===== src/rtl/mips_isa_pkg.sv =====
// Shared MIPS ISA constants: loader mnemonic codes, opcodes, functs, FSM states.
// Also imported by the main-control decoder for the opcode constants.
package mips_isa_pkg;

    // Loader mnemonic codes
    localparam logic [5:0] MN_ADD   = 6'd0;
    localparam logic [5:0] MN_ADDU  = 6'd1;
    localparam logic [5:0] MN_SUB   = 6'd2;
    localparam logic [5:0] MN_AND   = 6'd3;
    localparam logic [5:0] MN_OR    = 6'd4;
    localparam logic [5:0] MN_XOR   = 6'd5;
    localparam logic [5:0] MN_NOR   = 6'd6;
    localparam logic [5:0] MN_SLT   = 6'd7;
    localparam logic [5:0] MN_SLTU  = 6'd8;
    localparam logic [5:0] MN_SLL   = 6'd9;
    localparam logic [5:0] MN_SRL   = 6'd10;
    localparam logic [5:0] MN_JR    = 6'd11;
    localparam logic [5:0] MN_ADDI  = 6'd16;
    localparam logic [5:0] MN_ADDIU = 6'd17;
    localparam logic [5:0] MN_ANDI  = 6'd18;
    localparam logic [5:0] MN_ORI   = 6'd19;
    localparam logic [5:0] MN_XORI  = 6'd20;
    localparam logic [5:0] MN_SLTI  = 6'd21;
    localparam logic [5:0] MN_SLTIU = 6'd22;
    localparam logic [5:0] MN_LUI   = 6'd23;
    localparam logic [5:0] MN_LW    = 6'd24;
    localparam logic [5:0] MN_LB    = 6'd25;
    localparam logic [5:0] MN_LH    = 6'd26;
    localparam logic [5:0] MN_SW    = 6'd27;
    localparam logic [5:0] MN_SB    = 6'd28;
    localparam logic [5:0] MN_SH    = 6'd29;
    localparam logic [5:0] MN_BEQ   = 6'd32;
    localparam logic [5:0] MN_BNE   = 6'd33;
    localparam logic [5:0] MN_BLEZ  = 6'd34;
    localparam logic [5:0] MN_BGTZ  = 6'd35;
    localparam logic [5:0] MN_BLTZ  = 6'd36;
    localparam logic [5:0] MN_BGEZ  = 6'd37;
    localparam logic [5:0] MN_J     = 6'd40;
    localparam logic [5:0] MN_JAL   = 6'd41;
    localparam logic [5:0] MN_MADD  = 6'd48;
    localparam logic [5:0] MN_MSUB  = 6'd49;
    localparam logic [5:0] MN_MUL   = 6'd50;

    // Primary opcodes
    localparam logic [5:0] OP_RTYPE    = 6'h00;
    localparam logic [5:0] OP_REGIMM   = 6'h01;
    localparam logic [5:0] OP_J        = 6'h02;
    localparam logic [5:0] OP_JAL      = 6'h03;
    localparam logic [5:0] OP_BEQ      = 6'h04;
    localparam logic [5:0] OP_BNE      = 6'h05;
    localparam logic [5:0] OP_BLEZ     = 6'h06;
    localparam logic [5:0] OP_BGTZ     = 6'h07;
    localparam logic [5:0] OP_ADDI     = 6'h08;
    localparam logic [5:0] OP_ADDIU    = 6'h09;
    localparam logic [5:0] OP_SLTI     = 6'h0A;
    localparam logic [5:0] OP_SLTIU    = 6'h0B;
    localparam logic [5:0] OP_ANDI     = 6'h0C;
    localparam logic [5:0] OP_ORI      = 6'h0D;
    localparam logic [5:0] OP_XORI     = 6'h0E;
    localparam logic [5:0] OP_LUI      = 6'h0F;
    localparam logic [5:0] OP_SPECIAL2 = 6'h1C;
    localparam logic [5:0] OP_LB       = 6'h20;
    localparam logic [5:0] OP_LH       = 6'h21;
    localparam logic [5:0] OP_LW       = 6'h23;
    localparam logic [5:0] OP_SB       = 6'h28;
    localparam logic [5:0] OP_SH       = 6'h29;
    localparam logic [5:0] OP_SW       = 6'h2B;

    // R-type functs
    localparam logic [5:0] F_SLL  = 6'h00;
    localparam logic [5:0] F_SRL  = 6'h02;
    localparam logic [5:0] F_JR   = 6'h08;
    localparam logic [5:0] F_ADD  = 6'h20;
    localparam logic [5:0] F_ADDU = 6'h21;
    localparam logic [5:0] F_SUB  = 6'h22;
    localparam logic [5:0] F_AND  = 6'h24;
    localparam logic [5:0] F_OR   = 6'h25;
    localparam logic [5:0] F_XOR  = 6'h26;
    localparam logic [5:0] F_NOR  = 6'h27;
    localparam logic [5:0] F_SLT  = 6'h2A;
    localparam logic [5:0] F_SLTU = 6'h2B;

    // Special2 functs
    localparam logic [5:0] F2_MADD = 6'h00;
    localparam logic [5:0] F2_MUL  = 6'h02;
    localparam logic [5:0] F2_MSUB = 6'h04;

    // REGIMM rt selectors
    localparam logic [4:0] RT_BLTZ = 5'd0;
    localparam logic [4:0] RT_BGEZ = 5'd1;

    typedef enum logic [1:0] {
        ST_IDLE,
        ST_RUN,
        ST_FULL,
        ST_ERROR
    } enc_state_e;

    function automatic logic [31:0] enc_r(
        input logic [5:0] op,
        input logic [4:0] rs,
        input logic [4:0] rt,
        input logic [4:0] rd,
        input logic [4:0] sh,
        input logic [5:0] fn
    );
        return {op, rs, rt, rd, sh, fn};
    endfunction

    function automatic logic [31:0] enc_i(
        input logic [5:0]  op,
        input logic [4:0]  rs,
        input logic [4:0]  rt,
        input logic [15:0] imm
    );
        return {op, rs, rt, imm};
    endfunction

    function automatic logic [31:0] enc_j(
        input logic [5:0]  op,
        input logic [25:0] tgt
    );
        return {op, tgt};
    endfunction

endpackage


===== src/rtl/instr_word_builder.sv =====
// Combinational mnemonic + fields -> 32-bit MIPS word, with illegal flag.
// Codes 48-50 (special2) are legal only when ENC_SPECIAL2_EN is defined.
module instr_word_builder
    import mips_isa_pkg::*;
(
    input  logic [5:0]  mn_i,
    input  logic [4:0]  rs_i,
    input  logic [4:0]  rt_i,
    input  logic [4:0]  rd_i,
    input  logic [4:0]  shamt_i,
    input  logic [15:0] imm_i,
    input  logic [25:0] target_i,
    output logic [31:0] word_o,
    output logic        illegal_o
);

    // Select format per mnemonic, zeroing fields the format does not use
    always_comb begin
        word_o    = '0;
        illegal_o = 1'b0;
        unique case (mn_i)
            MN_ADD:   word_o = enc_r(OP_RTYPE, rs_i, rt_i, rd_i, 5'd0, F_ADD);
            MN_ADDU:  word_o = enc_r(OP_RTYPE, rs_i, rt_i, rd_i, 5'd0, F_ADDU);
            MN_SUB:   word_o = enc_r(OP_RTYPE, rs_i, rt_i, rd_i, 5'd0, F_SUB);
            MN_AND:   word_o = enc_r(OP_RTYPE, rs_i, rt_i, rd_i, 5'd0, F_AND);
            MN_OR:    word_o = enc_r(OP_RTYPE, rs_i, rt_i, rd_i, 5'd0, F_OR);
            MN_XOR:   word_o = enc_r(OP_RTYPE, rs_i, rt_i, rd_i, 5'd0, F_XOR);
            MN_NOR:   word_o = enc_r(OP_RTYPE, rs_i, rt_i, rd_i, 5'd0, F_NOR);
            MN_SLT:   word_o = enc_r(OP_RTYPE, rs_i, rt_i, rd_i, 5'd0, F_SLT);
            MN_SLTU:  word_o = enc_r(OP_RTYPE, rs_i, rt_i, rd_i, 5'd0, F_SLTU);
            MN_SLL:   word_o = enc_r(OP_RTYPE, 5'd0, rt_i, rd_i, shamt_i, F_SLL);
            MN_SRL:   word_o = enc_r(OP_RTYPE, 5'd0, rt_i, rd_i, shamt_i, F_SRL);
            MN_JR:    word_o = enc_r(OP_RTYPE, rs_i, 5'd0, 5'd0, 5'd0, F_JR);
            MN_ADDI:  word_o = enc_i(OP_ADDI, rs_i, rt_i, imm_i);
            MN_ADDIU: word_o = enc_i(OP_ADDIU, rs_i, rt_i, imm_i);
            MN_ANDI:  word_o = enc_i(OP_ANDI, rs_i, rt_i, imm_i);
            MN_ORI:   word_o = enc_i(OP_ORI, rs_i, rt_i, imm_i);
            MN_XORI:  word_o = enc_i(OP_XORI, rs_i, rt_i, imm_i);
            MN_SLTI:  word_o = enc_i(OP_SLTI, rs_i, rt_i, imm_i);
            MN_SLTIU: word_o = enc_i(OP_SLTIU, rs_i, rt_i, imm_i);
            MN_LUI:   word_o = enc_i(OP_LUI, 5'd0, rt_i, imm_i);
            MN_LW:    word_o = enc_i(OP_LW, rs_i, rt_i, imm_i);
            MN_LB:    word_o = enc_i(OP_LB, rs_i, rt_i, imm_i);
            MN_LH:    word_o = enc_i(OP_LH, rs_i, rt_i, imm_i);
            MN_SW:    word_o = enc_i(OP_SW, rs_i, rt_i, imm_i);
            MN_SB:    word_o = enc_i(OP_SB, rs_i, rt_i, imm_i);
            MN_SH:    word_o = enc_i(OP_SH, rs_i, rt_i, imm_i);
            MN_BEQ:   word_o = enc_i(OP_BEQ, rs_i, rt_i, imm_i);
            MN_BNE:   word_o = enc_i(OP_BNE, rs_i, rt_i, imm_i);
            MN_BLEZ:  word_o = enc_i(OP_BLEZ, rs_i, 5'd0, imm_i);
            MN_BGTZ:  word_o = enc_i(OP_BGTZ, rs_i, 5'd0, imm_i);
            MN_BLTZ:  word_o = enc_i(OP_REGIMM, rs_i, RT_BLTZ, imm_i);
            MN_BGEZ:  word_o = enc_i(OP_REGIMM, rs_i, RT_BGEZ, imm_i);
            MN_J:     word_o = enc_j(OP_J, target_i);
            MN_JAL:   word_o = enc_j(OP_JAL, target_i);
`ifdef ENC_SPECIAL2_EN
            MN_MADD:  word_o = enc_r(OP_SPECIAL2, rs_i, rt_i, 5'd0, 5'd0, F2_MADD);
            MN_MSUB:  word_o = enc_r(OP_SPECIAL2, rs_i, rt_i, 5'd0, 5'd0, F2_MSUB);
            MN_MUL:   word_o = enc_r(OP_SPECIAL2, rs_i, rt_i, rd_i, 5'd0, F2_MUL);
`endif
            default:  illegal_o = 1'b1;
        endcase
    end

endmodule


===== src/rtl/instr_encoder.sv =====
// Program loader: symbolic instruction stream -> sequential instruction-memory writes.
// Define ENC_SPECIAL2_EN to accept MADD/MSUB/MUL (codes 48-50).
module instr_encoder
    import mips_isa_pkg::*;
#(
    parameter logic [31:0] BASE_ADDR = 32'h0000_0000,
    parameter int          DEPTH     = 64
) (
    input  logic                     Clk,
    input  logic                     Rst,
    input  logic                     start,
    input  logic                     in_valid,
    output logic                     in_ready,
    input  logic [5:0]               in_mn,
    input  logic [4:0]               in_rs,
    input  logic [4:0]               in_rt,
    input  logic [4:0]               in_rd,
    input  logic [4:0]               in_shamt,
    input  logic [15:0]              in_imm,
    input  logic [25:0]              in_target,
    output logic                     mem_we,
    output logic [31:0]              mem_addr,
    output logic [31:0]              mem_wdata,
    output logic [$clog2(DEPTH):0]   count,
    output logic                     full,
    output logic                     err
);

    localparam int             CW      = $clog2(DEPTH) + 1;
    localparam logic [CW-1:0]  DEPTH_C = CW'(DEPTH);

    enc_state_e    state_q, state_d;
    logic [CW-1:0] count_q, count_d;
    logic          err_q, err_d;
    logic          mem_we_q;
    logic [31:0]   mem_addr_q, mem_addr_d;
    logic [31:0]   mem_wdata_q, mem_wdata_d;

    logic [31:0]   word;
    logic          illegal;
    logic          accept;
    logic          wr_ok;
    logic          bad_mn;
    logic          last;

    instr_word_builder u_builder (
        .mn_i      (in_mn),
        .rs_i      (in_rs),
        .rt_i      (in_rt),
        .rd_i      (in_rd),
        .shamt_i   (in_shamt),
        .imm_i     (in_imm),
        .target_i  (in_target),
        .word_o    (word),
        .illegal_o (illegal)
    );

    assign accept = in_valid & in_ready;
    assign wr_ok  = accept & ~illegal;
    assign bad_mn = accept & illegal;
    assign last   = (count_q + 1'b1) == DEPTH_C;

    // State register
    always_ff @(posedge Clk or posedge Rst) begin
        if (Rst) begin
            state_q <= ST_IDLE;
        end else begin
            state_q <= state_d;
        end
    end

    // Next state: start always reopens a session
    always_comb begin
        state_d = state_q;
        if (start) begin
            state_d = ST_RUN;
        end else begin
            unique case (state_q)
                ST_RUN: begin
                    if (bad_mn) begin
                        state_d = ST_ERROR;
                    end else if (wr_ok && last) begin
                        state_d = ST_FULL;
                    end
                end
                ST_IDLE, ST_FULL, ST_ERROR: state_d = state_q;
                default: state_d = ST_IDLE;
            endcase
        end
    end

    // Handshake output: accept only while running and not restarting
    always_comb begin
        in_ready = (state_q == ST_RUN) & ~start;
    end

    // Counter, sticky error and write-port next values
    always_comb begin
        count_d     = count_q;
        err_d       = err_q;
        mem_addr_d  = mem_addr_q;
        mem_wdata_d = mem_wdata_q;
        if (start) begin
            count_d = '0;
            err_d   = 1'b0;
        end else begin
            if (wr_ok) begin
                count_d = count_q + 1'b1;
            end
            if (bad_mn) begin
                err_d = 1'b1;
            end
        end
        if (wr_ok) begin
            mem_addr_d  = BASE_ADDR + (32'(count_q) << 2);
            mem_wdata_d = word;
        end
    end

    // Datapath registers; reset drops any in-flight strobe
    always_ff @(posedge Clk or posedge Rst) begin
        if (Rst) begin
            count_q     <= '0;
            err_q       <= 1'b0;
            mem_we_q    <= 1'b0;
            mem_addr_q  <= '0;
            mem_wdata_q <= '0;
        end else begin
            count_q     <= count_d;
            err_q       <= err_d;
            mem_we_q    <= wr_ok;
            mem_addr_q  <= mem_addr_d;
            mem_wdata_q <= mem_wdata_d;
        end
    end

    assign mem_we    = mem_we_q;
    assign mem_addr  = mem_addr_q;
    assign mem_wdata = mem_wdata_q;
    assign count     = count_q;
    assign full      = (count_q == DEPTH_C);
    assign err       = err_q;

endmodule


===== config.mk =====
export PLATFORM = sky130hd
export DESIGN_NAME = instr_encoder
export DESIGN_NICKNAME = d
export VERILOG_FILES = /design/src/rtl/mips_isa_pkg.sv /design/src/rtl/instr_word_builder.sv /design/src/rtl/instr_encoder.sv
export SDC_FILE = /design/constraint.sdc
export NUM_CORES = 1
export LEC_CHECK = 0
export ABC_AREA = 1
export BUFFER_PORTS_ARGS = -buffer_cell sky130_fd_sc_hd__buf_2
export CORE_MARGIN = 2
export CORE_UTILIZATION = 47
export CTS_CLUSTER_SIZE = 30
export DETAILED_ROUTE_END_ITERATION = 10
export PLACE_DENSITY = 0.8
export SYNTH_ARGS = -nofsm -noshare
export SYNTH_HDL_FRONTEND = slang
export SYNTH_SLANG_ARGS = --single-unit

===== constraint.sdc =====
create_clock -name Clk -period 2.03 [get_ports Clk]
set_clock_uncertainty 0.15 [all_clocks]
set_input_delay 0.406 -clock Clk [delete_from_list [all_inputs] [get_ports Clk]]
set_output_delay 0.406 -clock Clk [all_outputs]
set_load 0.05 [all_outputs]

Word-level counts from Yosys, hierarchy flattened
Cells that the tools add are included.
- $add $sub $neg: 1
- equal/unequal tests: 40
- multiplexer cells: 10
- bitwise gates (word level): 5
- reductions and logical operators: 8
- operators with widths (cell ; number):
    $pmux 32 s34 ; 1
    $eq 6x5->1 const B ; 14
    $eq 6x6->1 const B ; 8
    $reduce_or 34->1 ; 1
    $eq 6x3->1 const B ; 4
    $eq 6x4->1 const B ; 4
    $eq 7x7->1 const B ; 2
    $mux 7 ; 2
    $eq 6x2->1 const B ; 2
    $mux 2 ; 4
    $add 7x1->7 const B ; 1
    $eq 6x1->1 const B ; 1
    $logic_not 6->1 ; 1
    $and 1x1->1 ; 4
    $eq 2x2->1 const B ; 2
    $ne 4x4->1 const B ; 1
    $reduce_bool 2->1 ; 2
    $mux 1 ; 3
    $reduce_or 3->1 ; 1
    $eq 2x1->1 const B ; 1
    $logic_not 2->1 ; 1
    $ne 2x2->1 const B ; 1
    $reduce_and 2->1 ; 1
    $logic_and 1x1->1 ; 1
    $not 1->1 ; 1
- bits in registers: 50
- input port bits: 72
- output and inout bits: 75
- logic and storage cells: 70

Logic depth before layout (Yosys ltp)
Gate-level depths: netlist of the first run.
- depth after elaboration: 9
- gate-level depth with buffers: 13
- depth with buffers taken out: 12

Hierarchy
From an unflattened synthesis of the first run, not the netlist that was laid out.
- cells, all modules: 484
- area total of the unflattened synthesis: 3291.9 µm²
- by module, submodules not included (module ; times used ; cells each ; area each (µm²) ; seq. area each (µm²)):
    instr_encoder ; 1 ; 267 ; 2273.4 ; 1251.2
    instr_word_builder ; 1 ; 217 ; 1018.5 ; 0.0

Worst setup path after synthesis of the first run
Ideal clock, no wire load.
- path type: register to output
- start: register count_q[0], in the netlist count[0]
- end: output port full
- arrival: 2.037 ns
- slack: -0.563 ns
- cell stages (with the launch flop): 5
- buffers on the path: 0
- path through: dfrtp_1 -> inv_1 -> ha_1 -> nand4_1 -> nor3_1
- word-level cells in the longest chain between the ends: 1
- RTL lines (item ; line ; text):
    from (decl) ; instr_encoder.sv:33 ; logic [CW-1:0] count_q, count_d;
    from (signal assigned) ; instr_encoder.sv:129 ; count_q <= count_d;
    $eq 7x7->1 ; instr_encoder.sv:141 ; assign full = (count_q == DEPTH_C);
    to (decl) ; instr_encoder.sv:25 ; output logic full,
Every way passes these cells.

Final worst setup path of the first run
- start: register count_q[1], in the netlist count[1]
- end: output port full
The elaborated chain is that of the path after synthesis.

==> results.md, run 1 <==
* Status: complete, but fails checks
* Failing checks: design-rule violations
* CTS sink count at 49
* Setup TNS at 0 ns
* Max-Cap Viols at 0
* Diodes inserted at 0
* Gr ovfl total at 0
* Leak pwr at approximately 2.5 nW
* Synth Register Bits at a little under 50
* Sequential fraction of the synthesis area at 38.92%
* Cell variety after synth at 27
* Post-route DRC at 7
* Drt total wl at 8431 um
* Gpl congestion at around 0.93
* Worst Path Arrival at 1.39 ns
* Die Ht at roughly 86 um
* Core Region at roughly 6400 sq um
* Post-place instance area at 3945 sq um
* Post-DP HPWL at 6664 um
* Placed Cells at 679
* Post-synth EDFFs at 0
* Pin count of the biggest net entering global routing at 43
* Vias in the first global route at 3,100
* Yosys warning count at 0
* Min-Delay Path Class: in2reg
* Yosys top cell area share at 38.92%
* Clk slew on worst S/H paths at 0.09 ns
* Hold EP: state_q[1]
* Reg-to-reg slack, setup at 0.21 ns
* Post-Syn Instances at 467
* DR vias/cell at ~5
* First-pass GRT wire length at 13,740 um
* CTS tree: done
* Initial DRC count at between 150 and 200
* Fmax at roughly 510 MHz
* WP data required at 1.47 ns
* Remaining antenna violation count at 0
* Mapped Area at 3151 sq um
* Min-delay src: start
* Post-layout util at 63.57%
* Syn avg cell area at 6.746 sq um
* Post-synth ARST share at 100.0%
* Worst vdd ir at 0.3941 mV
* Final period util at 96.07%
* I/O Buffers at 120
* Global Route Usage Sum at a little under a quarter
* CTS root buf: clkbuf_8
* First drt pass iteration count at 8
* Crit Path Max Fanout at 2
* Layout cell share with drive strength beyond 1 at 29.32%
* Leading cell type in the layout, fill and taps excluded: nand2_1
* Most frequent cells in the layout: 214 x nand2_1, 119 x buf_2, 49 x dfrtp_1
* Minimum clock period at between 1.5 and 2 ns
* Final Hold Viols at 0
* CP endpoint kind: primary output
* Hold depth at 2
* Initial antenna violation count at 0
* Area Growth Syn to Fin at 29.59%
* Worst flop-to-flop path endpoint: state_q[0]
* Initial Util at 49.06%
* Setup Crit Path Kind: reg2out
* FP Rows at 29
* H-tree levels at 2
* Top_reg_cell synth: dfrtp_1
* Io pins at roughly 150
* Final setup violation count at 0
* Die extent in x at 85.88 um
* DR WL/cell at 12.20 um
* Nets at 687
* Critical R2R Launch: count[1]
* Design Area, Final at 4083 sq um
* Crit start category: flop
* Latest clock arrival within the worst-skew pair at 0.30 ns
* Num CTS Buffers at 5
* Power Density at 757.1 nW/um^2
* Die area at 7375 sq um
* Non-Filler Instances at 691
* Top cells by area, synth: dfrtp_1 39%, nand2_1 25%, buf_4 7.4%, nand3_1 7.3%, nor2_1 4.1%
* Max-slew violations at 0
* Post-synth top area cell: dfrtp_1
* FF-to-FF path depth at 10
* Vias at 3,368
* CTS max path bufs at 2
==> kinds of logic after synthesis <==
logic type / Yosys count / synth area share [%]
AND/OR/NAND/NOR: 308 / 40.55
adder cells (fa/ha/maj): 2 / 0.7942
buffers and inverters: 75 / 13.86
other: 1 / 0.1190
XOR/XNOR: 3 / 0.8341
flip-flops: 49 / 38.92
AO/OA/AOI/OAI: 29 / 4.924
==> critical path: stages, from the launching register on <==
cell	delay [ns]
dfrtp_1	0.40
inv_1	0.08
ha_1	0.15
nand4_1	0.14
nor3_4	0.14
buf_6	0.18
==> report_power, final <==
part,internal [W],switching [W],total (W)
sequential,0.00112,0.0000799,0.00120
combinational,0.000314,0.000973,0.00129
clock,0.000277,0.000328,0.000605
==> what timing repair did <==
| item | CTS | global route |
|---|---|---|
| hold endpoints to repair | 20 | 0 |
| setup buffers | 2 | 1 |
| pin swaps | 0 | 0 |
| hold buffers | 1 | 0 |
| resized for setup | 2 | 2 |
| endpoints found under the setup margin | 1 | 8 |
==> per-layer routing <==
metal / GRT usage, % / part of all wire (%) / up-vias
met3: 5.197 / 7.3 / 10
met4: 5.916 / 1.1 / 0
li1: - / - / 1691
met1: 30.03 / 43 / 1519
met5: 0 / 0 / -
met2: 38.83 / 49 / 148
==> layout make-up <==
cell class	instances	area, sq um
multi-input cells	368	1598
fillers	591	2340
clock inverters	2	13.76
flip-flops and latches	49	1226
repair buffers	156	942.2
inverters	33	123.9
clock buffers	6	82.58
well taps	77	96.34
==> stage by stage <==
stage	hold WS, ns	setup WS, ns	total power, W
3_3_place_gp	0.2907	-0.1022	0.002491
6_report	0.1454	0.07981	0.003091
3_5_place_dp	0.2969	-0.1495	0.002500
2_1_floorplan	0.2921	0.01085	0.002172
4_1_cts	0.1417	0.05077	0.003104
5_1_grt	0.1447	-0.004447	0.003245
==> worst max path at each step <==
stage,startpoint,end,slack [ns],cells after the start
finish,count[1],full,0.08,5
global route,count[1],full,-0.004,5
CTS,count[0],full,0.05,5
detailed placement,in_mn[4],mem_wdata[8],-0.15,13
global placement,in_mn[4],mem_wdata[7],-0.10,12
floorplan,count[0],full,0.01,4
==> state kept, by name, summed over array words and instances (netlist names) <==
| name | count |
|---|---|
| mem_wdata | 31 |
| count | 7 |
| mem_addr | 7 |
| state_q | 2 |
| err | 1 |
| mem_we | 1 |
==> synthesized netlist by cell type (3+ instances only) <==
library cell and instances:
nand2_1 214, xor2_1 3, nand4_1 3, nand3_1 46, nor2_1 34, o21ai_0 17
inv_2 4, a21oi_1 7, buf_2 7, inv_1 27, buf_4 31, dfrtp_1 49
buf_6 4
Note: power is estimated with default switching activity, not from simulation.
==> run 2, diff against run 1 <==
--- a/config.mk
+++ b/config.mk
@@ -13,4 +13,5 @@
 export DETAILED_ROUTE_END_ITERATION = 10
 export PLACE_DENSITY = 0.8
+export SKIP_CTS_REPAIR_TIMING = 1
 export SYNTH_ARGS = -nofsm -noshare
 export SYNTH_HDL_FRONTEND = slang
==> constraint.sdc (replaced) <==
create_clock -name Clk -period 2.03 [get_ports Clk]
set_clock_uncertainty 0.15 [all_clocks]
set_input_delay 0.3045 -clock Clk [delete_from_list [all_inputs] [get_ports Clk]]
set_output_delay 0.3045 -clock Clk [all_outputs]
set_load 0.05 [all_outputs]
==> run 2 against run 1 <==
  * Maximum frequency up 0.91%
  * Largest cell class unchanged
  * Non-clock buffer count down 14
  * Largest power group unchanged
  * The run still ends with design-rule violations left
  * Power down 0.27%
  * Count of clock-buffer cells in the layout unchanged
  * Register-to-register slack better by 0.15 ns
==> results.md, run 2 (synthesized netlist as in run 1, its figures left out) <==
* Gr ovfl total at 0 (unchanged)
* RSZ-0062 raised after global routing: false
* Final period util at 95.20% (-0.87 points)
* Final setup violation count at 0 (unchanged)
* Leak pwr at 2.462 nW (-2.4%)
* Crit start category: flop
* Status: complete, but fails checks
* Remaining antenna violation count at 0 (unchanged)
* Fmax at 517.4 MHz (+0.91%)
* Die area at 7375 sq um (unchanged)
* Initial antenna violation count at 0 (unchanged)
* CP endpoint kind: primary output
* First-pass GRT wire length at 13,800 um (+0.46%)
* H-tree levels at 2 (unchanged)
* Crit Path Max Fanout at 5 (+3)
* Leading cell type in the layout, fill and taps excluded: nand2_1
* Io pins at 147 (unchanged)
* Worst relative slew slack at 64.00%
* Core Region at 6422 sq um (unchanged)
* Final Hold Viols at 0 (unchanged)
* Latest clock arrival within the worst-skew pair at 0.30 ns (about the same)
* Die Ht at 85.88 um (unchanged)
* Diodes inserted at 0 (unchanged)
* Pin count of the biggest net entering global routing at 43 (unchanged)
* Nets at 673 (-2.0%)
* Clk slew on worst S/H paths at 0.08 ns (about the same)
* Most frequent cells in the layout: 214 x nand2_1, 119 x buf_2, 49 x dfrtp_1
* WP data required at 1.58 ns (+0.11 ns)
* Initial DRC count at 226 (+40%)
* DR vias/cell at 4.956 (+1.7%)
* Placed Cells at 668 (-1.6%)
* Minimum clock period at 1.933 ns (-0.01761 ns)
* Initial Util at 49.06% (unchanged)
* Failing checks: design-rule violations
* DR WL/cell at 12.44 um (+1.9%)
* Power Density at 777.4 nW/um^2 (+2.7%)
* Area Growth Syn to Fin at 25.85%
* First drt pass iteration count at 8 (unchanged)
* Global Route Usage Sum at 23.16% (+0.10 points)
* Min-Delay Path Class: in2reg
* Drt total wl at 8420 um (-0.13%)
* FP Rows at 29 (unchanged)
* I/O Buffers at 120 (unchanged)
* CTS sink count at 49 (unchanged)
* Die extent in x at 85.88 um (unchanged)
* CTS max path bufs at 2 (unchanged)
* Num CTS Buffers at 5 (unchanged)
* Post-DP HPWL at 6594 um (-1.0%)
* Vias in the first global route at 3,060 (-1.3%)
* Worst vdd ir at 0.4341 mV (+10%)
* Slew @ Worst Pin at approximately 0.54 ns
* CTS tree: done
* Non-Filler Instances at 677 (-2.0%)
* Reg-to-reg slack, setup at 0.36 ns (+0.15 ns)
* Max-Cap Viols at 0 (unchanged)
* Vias at 3,355 (-0.39%)
* Setup Crit Path Kind: reg2out
* Layout cell share with drive strength beyond 1 at 27.33% (-2.0 points)
* Gpl congestion at 0.9082 (-2.1%)
* CTS root buf: clkbuf_8
* Max reg flops at 31 (unchanged)
* Post-route DRC at 6 (-1)
* Power consumption at 0.003082 W (-0.27%)
* Max-slew violations at 0 (unchanged)
* Worst Path Arrival at 1.48 ns (+0.09 ns)
-- run 2: cell type report --
class	count	area, sq um
Clock buffer	6	82.58
Clock inverter	2	13.76
Sequential cell	49	1226
Tap cell	77	96.34
Inverter	33	123.9
Timing Repair Buffer	142	833.3
Fill cell	592	2457
Multi-Input combinational cell	368	1589
-- run 2: power breakdown --
part	internal, W	leakage (nW)	switching (W)	total [W]
Sequential	0.00112	0.656	0.0000857	0.00120
Clock	0.000277	0.0512	0.000334	0.000611
Combinational	0.000299	1.76	0.000968	0.00127
Total	0.00169	2.46	0.00139	0.00308
-- run 2: critical path, cell delays in order (launching register included) --
cell	delay [ns]
dfrtp_1	0.44
inv_1	0.12
ha_1	0.16
nand4_1	0.11
nor3_2	0.11
clkbuf_4	0.25
-- run 2: final timing paths --
path | start | to | depth (start not counted)
worst max register to register | count[1] | state_q[1] | 9
worst max-delay path | count[0] | full | 5
worst min-delay path | start | state_q[1] | 2
min in group asynchronous | Rst | mem_wdata[21] | 3
max in group asynchronous | Rst | mem_wdata[31] | 4
worst min register to register | state_q[0] | state_q[0] | 2
-- run 2: metrics by stage --
| stage | cell area [sq um] | utilization [%] | setup slack (ns) | hold slack, ns | TNS (ns) |
|---|---|---|---|---|---|
| finish | 3965 | 61.74 | 0.09742 | 0.04776 | 0 |
| global route | 3965 | 61.74 | 0.02259 | 0.04905 | 0 |
| CTS | 3953 | 61.54 | 0.05373 | -0.1030 | 0 |
| detailed placement | 3856 | 60.04 | -0.01124 | 0.2321 | -0.02645 |
| global placement | 3856 | 60.04 | -0.06647 | 0.2175 | -0.06647 |
| floorplan | 3252 | - | -0.04750 | 0.2209 | -0.04750 |
-- run 2: layer usage --
layer	vias to the layer above	track usage (%)	wire length, um
met2	153	40.45	4229
met3	8	4.331	668
li1	1661	-	-
met1	1533	30.22	3452
met4	0	4.185	70
met5	-	0	0
